### config.mk
export PLATFORM = sky130hd
export DESIGN_NAME = m72_pic_flat
export DESIGN_NICKNAME = d
export VERILOG_FILES = /design/src/rtl/m72_pic_if.sv /design/src/rtl/m72_pic.sv /design/src/flat_wrapper.sv
export SDC_FILE = /design/constraint.sdc
export NUM_CORES = 1
export LEC_CHECK = 0
export BUFFER_PORTS_ARGS = -buffer_cell sky130_fd_sc_hd__buf_2
export CORE_UTILIZATION = 40
export CTS_CLUSTER_DIAMETER = 120
export DETAILED_ROUTE_END_ITERATION = 10
export PLACE_DENSITY = 0.66
export SLEW_MARGIN = 20
export SYNTH_ARGS = -nofsm -noshare
export SYNTH_HDL_FRONTEND = slang
export SYNTH_SLANG_ARGS = --single-unit
### constraint.sdc
create_clock -name clock -period 2.81 [get_ports clock]
set_input_delay 0.1405 -clock clock [delete_from_list [all_inputs] [get_ports clock]]
set_output_delay 0.1405 -clock clock [all_outputs]
set_load 0.01 [all_outputs]
### src/rtl/m72_pic_if.sv
// CPU-side bus and interrupt-acknowledge signals for the M72 interrupt controller.
interface m72_pic_if;
    logic       cs;
    logic       stb;
    logic       we;
    logic       a0;
    logic [7:0] din;
    logic [7:0] dout;
    logic       ack;
    logic       inta;
    logic       intr;
    logic [7:0] vec;
    logic       vec_valid;

    modport master (
        output cs, stb, we, a0, din, inta,
        input  dout, ack, intr, vec, vec_valid
    );

    modport slave (
        input  cs, stb, we, a0, din, inta,
        output dout, ack, intr, vec, vec_valid
    );
endinterface

### src/rtl/m72_pic.sv
// m72_pic: single-cascade fixed-priority 8259-style interrupt controller
// for the M72 main CPU. Bit 0 is the highest priority level.
module m72_pic (
    input  logic       clock,
    input  logic       reset_n,
    input  logic [7:0] irq_in,
    m72_pic_if.slave   bus
);

    typedef enum logic [2:0] {
        ST_UNINIT,
        ST_ICW2,
        ST_ICW3,
        ST_ICW4,
        ST_READY
    } state_e;

    state_e     state_q;
    logic [7:0] irr_q, isr_q, imr_q, prev_q;
    logic [7:0] irr_d, isr_d;
    logic [4:0] base_q;
    logic       aeoi_q, rsel_q, single_q, need4_q;
    logic       ack_q, intr_q, vec_valid_q;
    logic [7:0] dout_q, vec_q;

    logic       acc, wr, rd, icw1, ocw_ok, ocw2, ns_eoi, sp_eoi;
    logic [7:0] req;
    logic       has_p, has_s, pending, ack_fire;
    logic [2:0] p_idx, s_idx;

    assign bus.dout      = dout_q;
    assign bus.ack       = ack_q;
    assign bus.intr      = intr_q;
    assign bus.vec       = vec_q;
    assign bus.vec_valid = vec_valid_q;

    // Bus access decode: one access per ack, side effects on the ack-raising edge.
    always_comb begin
        acc    = bus.cs & bus.stb & ~ack_q;
        wr     = acc & bus.we;
        rd     = acc & ~bus.we;
        icw1   = wr & ~bus.a0 & bus.din[4];
        ocw_ok = (state_q == ST_READY) || (state_q == ST_UNINIT);
        ocw2   = wr & ~bus.a0 & ocw_ok & (bus.din[4:3] == 2'b00);
        ns_eoi = ocw2 & (bus.din[7:5] == 3'b001);
        sp_eoi = ocw2 & (bus.din[7:5] == 3'b011);
    end

    // Priority resolution: lowest unmasked request must beat the lowest in-service level.
    always_comb begin
        req   = irr_q & ~imr_q;
        has_p = 1'b0;
        p_idx = '0;
        has_s = 1'b0;
        s_idx = '0;
        for (int unsigned i = 0; i < 8; i++) begin
            if (req[i] && !has_p) begin
                has_p = 1'b1;
                p_idx = 3'(i);
            end
            if (isr_q[i] && !has_s) begin
                has_s = 1'b1;
                s_idx = 3'(i);
            end
        end
        pending  = has_p && (!has_s || (p_idx < s_idx));
        ack_fire = bus.inta & pending;
    end

    // Next IRR/ISR: ordering encodes the collision rules
    // (edge set beats acknowledge clear, ICW1 beats everything, EOI sees pre-ack ISR).
    always_comb begin
        irr_d = irr_q;
        if (ack_fire)
            irr_d[p_idx] = 1'b0;
        irr_d = irr_d | (irq_in & ~prev_q);
        if (icw1)
            irr_d = '0;

        isr_d = isr_q;
        if (ns_eoi && has_s)
            isr_d[s_idx] = 1'b0;
        if (sp_eoi)
            isr_d[bus.din[2:0]] = 1'b0;
        if (ack_fire && !aeoi_q)
            isr_d[p_idx] = 1'b1;
        if (icw1)
            isr_d = '0;
    end

    // Init state machine, register file and registered bus/interrupt outputs.
    always_ff @(posedge clock or negedge reset_n) begin
        if (!reset_n) begin
            state_q     <= ST_UNINIT;
            irr_q       <= '0;
            isr_q       <= '0;
            imr_q       <= '1;
            prev_q      <= '0;
            base_q      <= '0;
            aeoi_q      <= 1'b0;
            rsel_q      <= 1'b0;
            single_q    <= 1'b0;
            need4_q     <= 1'b0;
            ack_q       <= 1'b0;
            intr_q      <= 1'b0;
            vec_valid_q <= 1'b0;
            dout_q      <= '0;
            vec_q       <= '0;
        end else begin
            prev_q      <= irq_in;
            irr_q       <= irr_d;
            isr_q       <= isr_d;
            intr_q      <= pending;
            ack_q       <= acc;
            vec_valid_q <= bus.inta;

            if (bus.inta)
                vec_q <= {base_q, (pending ? p_idx : 3'd7)};

            if (rd)
                dout_q <= bus.a0 ? imr_q : (rsel_q ? isr_q : irr_q);

            if (icw1) begin
                imr_q    <= '0;
                aeoi_q   <= 1'b0;
                rsel_q   <= 1'b0;
                single_q <= bus.din[1];
                need4_q  <= bus.din[0];
                state_q  <= ST_ICW2;
            end else if (wr) begin
                case (state_q)
                    ST_ICW2: begin
                        if (bus.a0) begin
                            base_q <= bus.din[7:3];
                            if (!single_q)
                                state_q <= ST_ICW3;
                            else if (need4_q)
                                state_q <= ST_ICW4;
                            else
                                state_q <= ST_READY;
                        end
                    end
                    ST_ICW3: begin
                        if (bus.a0)
                            state_q <= need4_q ? ST_ICW4 : ST_READY;
                    end
                    ST_ICW4: begin
                        if (bus.a0) begin
                            aeoi_q  <= bus.din[1];
                            state_q <= ST_READY;
                        end
                    end
                    default: begin
                        if (bus.a0)
                            imr_q <= bus.din;
                        else if (bus.din[4:3] == 2'b01 && bus.din[1])
                            rsel_q <= bus.din[0];
                    end
                endcase
            end
        end
    end

endmodule

### src/flat_wrapper.sv
// flat-port wrapper written by rule: the top's interface ports become plain ports
module m72_pic_flat 
  (clock, reset_n, irq_in, bus_cs, bus_stb, bus_we, bus_a0, bus_din, bus_inta, bus_dout, bus_ack, bus_intr, bus_vec, bus_vec_valid);
  m72_pic_if bus_i ();
  input  logic clock;
  input  logic reset_n;
  input  logic [7:0] irq_in;
  input wire logic [$bits(bus_i.cs)-1:0] bus_cs;
  input wire logic [$bits(bus_i.stb)-1:0] bus_stb;
  input wire logic [$bits(bus_i.we)-1:0] bus_we;
  input wire logic [$bits(bus_i.a0)-1:0] bus_a0;
  input wire logic [$bits(bus_i.din)-1:0] bus_din;
  input wire logic [$bits(bus_i.inta)-1:0] bus_inta;
  output wire logic [$bits(bus_i.dout)-1:0] bus_dout;
  output wire logic [$bits(bus_i.ack)-1:0] bus_ack;
  output wire logic [$bits(bus_i.intr)-1:0] bus_intr;
  output wire logic [$bits(bus_i.vec)-1:0] bus_vec;
  output wire logic [$bits(bus_i.vec_valid)-1:0] bus_vec_valid;
  assign bus_i.cs = bus_cs;
  assign bus_i.stb = bus_stb;
  assign bus_i.we = bus_we;
  assign bus_i.a0 = bus_a0;
  assign bus_i.din = bus_din;
  assign bus_i.inta = bus_inta;
  assign bus_dout = bus_i.dout;
  assign bus_ack = bus_i.ack;
  assign bus_intr = bus_i.intr;
  assign bus_vec = bus_i.vec;
  assign bus_vec_valid = bus_i.vec_valid;
  m72_pic u_core (.clock(clock), .reset_n(reset_n), .irq_in(irq_in), .bus(bus_i));
endmodule
# Word-level counts from Yosys, hierarchy flattened
# Cells that the tools add are included.
dict set report totals {
  word_cells 179
  reg_bits 63
  output_inout_bits 19
  input_bits 23
}
dict set report op_classes {
  magnitude_cmp 7
  n_mux 66
  bitwise 27
  eq_ne 12
  n_reduce_logical 52
}
# op count
set op_table {}
lappend op_table {{8-bit two-way mux} 12}
lappend op_table {{3-bit two-way mux} 16}
lappend op_table {{8-bit bitwise AND} 5}
lappend op_table {{8-bit inverter} 5}
lappend op_table {{1-bit two-way mux} 30}
lappend op_table {{1-bit logical AND} 21}
lappend op_table {{1-bit logical NOT} 16}
lappend op_table {{8-bit bitwise OR} 2}
lappend op_table {{3-bit by 4-bit less-than comparator with 1-bit output, second input constant} 3}
lappend op_table {{1-bit bitwise AND} 11}
lappend op_table {{1-bit demux with 3-bit select} 3}
lappend op_table {{3-bit by 2-bit equality test with 1-bit output, second input constant} 3}
lappend op_table {{3-bit by 1-bit greater-or-equal comparator with 1-bit output, second input constant} 3}
lappend op_table {{3-bit by 2-bit != test with 1-bit output, second input constant} 3}
lappend op_table {{3-bit case mux with 3 select lines} 1}
lappend op_table {{2-bit two-way mux} 4}
lappend op_table {{4-bit AND reduction} 2}
lappend op_table {{2-bit nonzero test} 4}
lappend op_table {{3-bit by 1-bit equality test with 1-bit output, second input constant} 2}
lappend op_table {{3-bit AND reduction} 2}
lappend op_table {{5-bit AND reduction} 1}
lappend op_table {{2-bit by 1-bit != test with 1-bit output, second input constant} 2}
lappend op_table {{1-bit inverter} 4}
lappend op_table {{4-bit nonzero test} 1}
lappend op_table {{other kinds (7)} 8}

# Longest topological paths before layout
dict set report logic_depth {
  ltp_word 34
  mapped_depth 10
}

# Worst setup path after synthesis
# Ideal clock, no wire load.
dict set report synth_path {
  path_kind {reg-to-reg}
  start {reg u_core.imr_q[1]}
  end {reg u_core.isr_q[5]}
  path_buffers 1
  arrival_ns 2.415
  period_less_slack_ns 2.519
  required_ns 2.706
  stages_incl_launch_ff 11
  setup_slack_ns 0.291
  cell_sequence {dfstp_2 > nor2b_1 > nor2_1 > nand3_1 > a21oi_1 > ha_1 > o21ai_0 > o21ai_0 > a211o_1 > buf_6 > o41ai_4}
}
dict set report synth_between {
  elab_chain_cells 29
  word_cells_on_any_way 42
}
# element line
set synth_lines {}
lappend synth_lines {{start: declaration} m72_pic.sv:19} ;# logic [7:0] irr_q, isr_q, imr_q, prev_q;
lappend synth_lines {{start signal: assignment} m72_pic.sv:155} ;# imr_q <= bus.din;
lappend synth_lines {{8-bit inverter *} m72_pic.sv:51} ;# req = irr_q & ~imr_q;
lappend synth_lines {{8-bit bitwise AND *} m72_pic.sv:51}
lappend synth_lines {{1-bit logical AND *} m72_pic.sv:57} ;# if (req[i] && !has_p) begin
lappend synth_lines {{1-bit two-way mux} m72_pic.sv:57}
lappend synth_lines {{1-bit logical NOT} m72_pic.sv:57}
lappend synth_lines {{1-bit logical AND} m72_pic.sv:57}
lappend synth_lines {{1-bit two-way mux} m72_pic.sv:57}
lappend synth_lines {{1-bit logical NOT} m72_pic.sv:57}
lappend synth_lines {{[... 14 more ...]} --}
lappend synth_lines {{3-bit by 4-bit less-than comparator with 1-bit output (not written as such), or another cell as far along} m72_pic.sv:86} ;# isr_d[p_idx] = 1'b1;
lappend synth_lines {{1-bit logical AND (not written as such) or 1-bit logical OR (tied branches)} {m72_pic.sv:86, m72_pic.sv:66}}
lappend synth_lines {{1-bit two-way mux (not written as such) or 1-bit logical AND (tied branches)} {m72_pic.sv:86, m72_pic.sv:66}}
lappend synth_lines {{1-bit demux with 3-bit select or 1-bit bitwise AND (tied branches)} --}
lappend synth_lines {{8-bit bitwise OR (no line) or 1-bit logical AND (tied branches)} --}
lappend synth_lines {{8-bit two-way mux *} m72_pic.sv:85} ;# if (ack_fire && !aeoi_q)
lappend synth_lines {{8-bit two-way mux *} m72_pic.sv:87} ;# if (icw1)
lappend synth_lines {{named net u_core.isr_d[5]} m72_pic.sv:20} ;# logic [7:0] irr_d, isr_d;
lappend synth_lines {{end signal: assignment} m72_pic.sv:112} ;# isr_q <= isr_d;
lappend synth_lines {{end: declaration} m72_pic.sv:19}
# The timed path passes the listed nets; every way through them passes the cells marked *.
# A chain may end at the register's enable or synchronous reset.

# Worst setup path in the final report
dict set report layout_path {
  start {reg u_core.isr_q[0]}
  end {reg u_core.irr_q[6]}
}
dict set report layout_between {
  elab_chain_cells 29
  word_cells_on_any_way 37
}
# element line
set layout_lines {}
lappend layout_lines {{1-bit two-way mux *} m72_pic.sv:61} ;# if (isr_q[i] && !has_s) begin
lappend layout_lines {{1-bit logical NOT} m72_pic.sv:61}
lappend layout_lines {{1-bit logical AND} m72_pic.sv:61}
lappend layout_lines {{1-bit two-way mux} m72_pic.sv:61}
lappend layout_lines {{1-bit logical NOT} m72_pic.sv:61}
lappend layout_lines {{1-bit logical AND} m72_pic.sv:61}
lappend layout_lines {{1-bit two-way mux} m72_pic.sv:61}
lappend layout_lines {{1-bit logical NOT} m72_pic.sv:61}
lappend layout_lines {{[... 14 more ...]} --}
lappend layout_lines {{3-bit less-than comparator or 1-bit logical NOT (tied branches)} m72_pic.sv:66} ;# pending = has_p && (!has_s || (p_idx < s_idx));
lappend layout_lines {{1-bit logical OR *} m72_pic.sv:66}
lappend layout_lines {{1-bit logical AND *} m72_pic.sv:66}
lappend layout_lines {{1-bit bitwise AND *} m72_pic.sv:67} ;# ack_fire = bus.inta & pending;
lappend layout_lines {{8-bit two-way mux *} m72_pic.sv:74} ;# if (ack_fire)
lappend layout_lines {{8-bit bitwise OR *} m72_pic.sv:76} ;# irr_d = irr_d | (irq_in & ~prev_q);
lappend layout_lines {{8-bit two-way mux *} m72_pic.sv:77} ;# if (icw1)
lappend layout_lines {{named net u_core.irr_d[6]} m72_pic.sv:20}
lappend layout_lines {{end signal: assignment} m72_pic.sv:111} ;# irr_q <= irr_d;
lappend layout_lines {{end: declaration} m72_pic.sv:19}
# Marks and branches as above.

==> metrics.cfg <==
[detailed_routing]
ant_nets = 0
vias = 2696
drt-pass1-iter-count = 5
drt-initial-drc-count = 190
wl_per_cell_um = 16.7
drc = 0
totalWireLength_um = 8150
viasPerCell = 5.54

[global_route]
grtUsageTotal_pct = 21.8
grt_pass1_wl_um = 13700
grt.overflow.total = 0
grt_max_degree = 36
grt_pass1_vias = 2661
antenna_found_initial = 0

[setup_path]
critPathTopFamily = compound AO/OA/AOI/OAI gates
worstPathMaxFanout = 8
start_kind = register
worstPathRequired_ns = 2.99
crit_path_frequent_cell = o21ai_0
cp_slowest_cell = a211oi_2
cp_num_buf_inv = 0
critPathMaxStageDelay_ns = 0.67
worstPathArrival_ns = 2.95
path_class = register to register
endpoint_kind = register
crit_path_cell_trace = or4_4 -> a21o_1 -> ha_1 -> o21ai_0 -> o21ai_0 -> a211oi_2 -> a311oi_1

[clock_tree]
clk_pin_slew_ns = 0.07
cts_resized = 0
clock_latency_ns = 0.34
cts_tree = yes
cts_made_buffers = 9
cts.sinks = 63
cts_root_buf = clkbuf_8
cts_buffer_depth = 2
h-tree-depth = 3

[logic_synthesis]
syn_area_per_cell_um2 = 9.88
synth_cells = 318
synth_edf_count = 0
post-synth-top-count-cell = dfrtp_1
ys_seq_area_share_pct = 50.5
synth_cell_types = 52
synth_top_area_share_pct = 43.8
syn_nets = 342
synth_warnings = 0
synth_seq_cells = 63
synth_common_cells = dfrtp_1 (55), nand2_1 (35), nor2_1 (34)
synth_area_leaders = dfrtp_1 (44%), dfstp_2 (6.7%), nand2_1 (4.2%), nor2_1 (4.1%), mux2_2 (3.6%)
synth_area_mm2 = 0.00314
synth_top_flop_cell = dfrtp_1
synth_top_cell_by_area = dfrtp_1
async_flop_share_pct = 100

[floorplanning]
core-area_mm2 = 0.00741
rows = 31
start_util_pct = 42.4
io_pins = 42
die_area_mm2 = 0.00821
die_w_um = 90.6
chipHeight_um = 90.6

[timing]
period_needed_ns = 2.77
fin_worst_skew_ns = 0.00999
worst_slew_pin_slew_ns = 0.788
period_share_pct = 98.7
fmax_mhz = 360
rsz0062_at_grt = yes
layout_setup_ws_ns = 0.0360
setup_violations = 0
slew_headroom_pct = 47.5
worst_hold_slack_ns = 0.0547
maxSlewViolCount = 0
hold_viol_final = 0

[pwr]
power_density_mw_per_mm2 = 911
vdd_drop_max_v = 0.000368
p_leak_nw = 1.70

[layout]
register_area_mm2 = 0.00159
final_cell_area_mm2 = 0.00383
nFillCells = 690
areaGrowthSynthToFinish_pct = 22.0
antennaDiodeCount = 0
fin_cells = 487
drive_gt1_share_pct = 25.5
multiInputGateArea_mm2 = 0.00149
fin_nets = 407
final_core_util_pct = 51.7

[place]
placed_cell_area_mm2 = 0.00353
io_buffers = 41
dp_slack_ns = 0.110
place.gp.congestion = 0.923
dp_hpwl_um = 6140
placed_cells = 462

[outcome]
outcome = finished clean

[min_path]
hold_class = input port to register

[run]
cap_violations = 0

==> worst paths after layout <==
check                           slack, ns                    to                from  cells past startpoint
worst max-delay path                 0.04       u_core.irr_q[6]     u_core.isr_q[0]                      7
worst min-delay path                 0.05  u_core.bus.vec_valid            bus_inta                      1
worst max register to register       0.04       u_core.irr_q[6]     u_core.isr_q[0]                      7
worst min register to register       0.48    u_core.bus.dout[7]  u_core.bus.dout[7]                      2
max in group asynchronous            1.61       u_core.imr_q[7]             reset_n                      3
min in group asynchronous            0.42      u_core.prev_q[5]             reset_n                      2
==> cells by family after synthesis <==
group	after synthesis	synth area share [%]
muxes	20	6.77
buffers and inverters	15	2.03
adders and majority gates	1	0.398
DFF	63	50.5
AOI/OAI and AO/OA	78	17.2
and+or+nand+nor	141	23.1
==> layout make-up <==
type,instances,share of cell area [%]
repair buffers,64,10.4
clock inverters,6,2.22
multi-input cells,240,38.9
inverters,5,0.490
well taps,99,3.23
clock buffers,10,3.33
flip-flops and latches,63,41.4
==> per-layer routing <==
layer  up-vias  GRT usage [%]  part of all wire (%)
met5         -              0                     0
met2       101           33.3                    46
met1      1305           30.7                    47
met4         0           8.60                   1.8
met3        12           3.70                   5.3
li1       1278              -                     -
==> worst reg2reg max path, delay by kind of cell (launching register included) <==
family / cells / cell delay (ns)
flip-flops: 1 / 0.44
AND/OR/NAND/NOR: 1 / 0.60
adder cells (fa/ha/maj): 1 / 0.27
AO/OA/AOI/OAI: 5 / 1.32
==> per-stage QoR <==
step                total power, mW  TNS [ns]
finish                         3.49         0
global route                   3.72    -0.711
CTS                            3.50         0
detailed placement             2.63         0
global placement               2.61         0
floorplan                      2.19         0
==> cell usage in the layout, fill, tap and decap left out, types with 10 or more instances in the layout <==
cell,n
a21oi_1,21
buf_2,41
buf_4,14
dfrtp_1,55
mux2_2,10
mux2i_1,10
nand2_1,35
nand2b_1,13
nand3_1,11
nor2_1,34
nor2b_1,16
nor3_1,10
o21ai_0,20
==> state kept, by name, indices dropped and copies added (netlist names) <==
name	flops
u_core.prev_q	8
u_core.imr_q	8
u_core.bus.vec	8
u_core.base_q	5
u_core.aeoi_q	1
u_core.irr_q	8
u_core.need4_q	1
u_core.isr_q	8
u_core.rsel_q	1
u_core.state_q	3
u_core.bus.dout	8
u_core.bus.vec_valid	1
u_core.bus.ack	1
u_core.single_q	1
u_core.bus.intr	1
==> repair_timing <==
item	in CTS	in global routing
hold buffers	9	0
endpoints found under the setup margin	0	14
endpoints found under the hold margin	35	0
setup buffers	0	0
==> power by group <==
part	switching (mW)	total (mW)	leakage [nW]	internal (mW)
clock	0.354	0.850	0.102	0.496
combinational	0.697	1.23	0.859	0.537
sequential	0.213	1.41	0.743	1.20
Power figures use the tool's default switching activity.
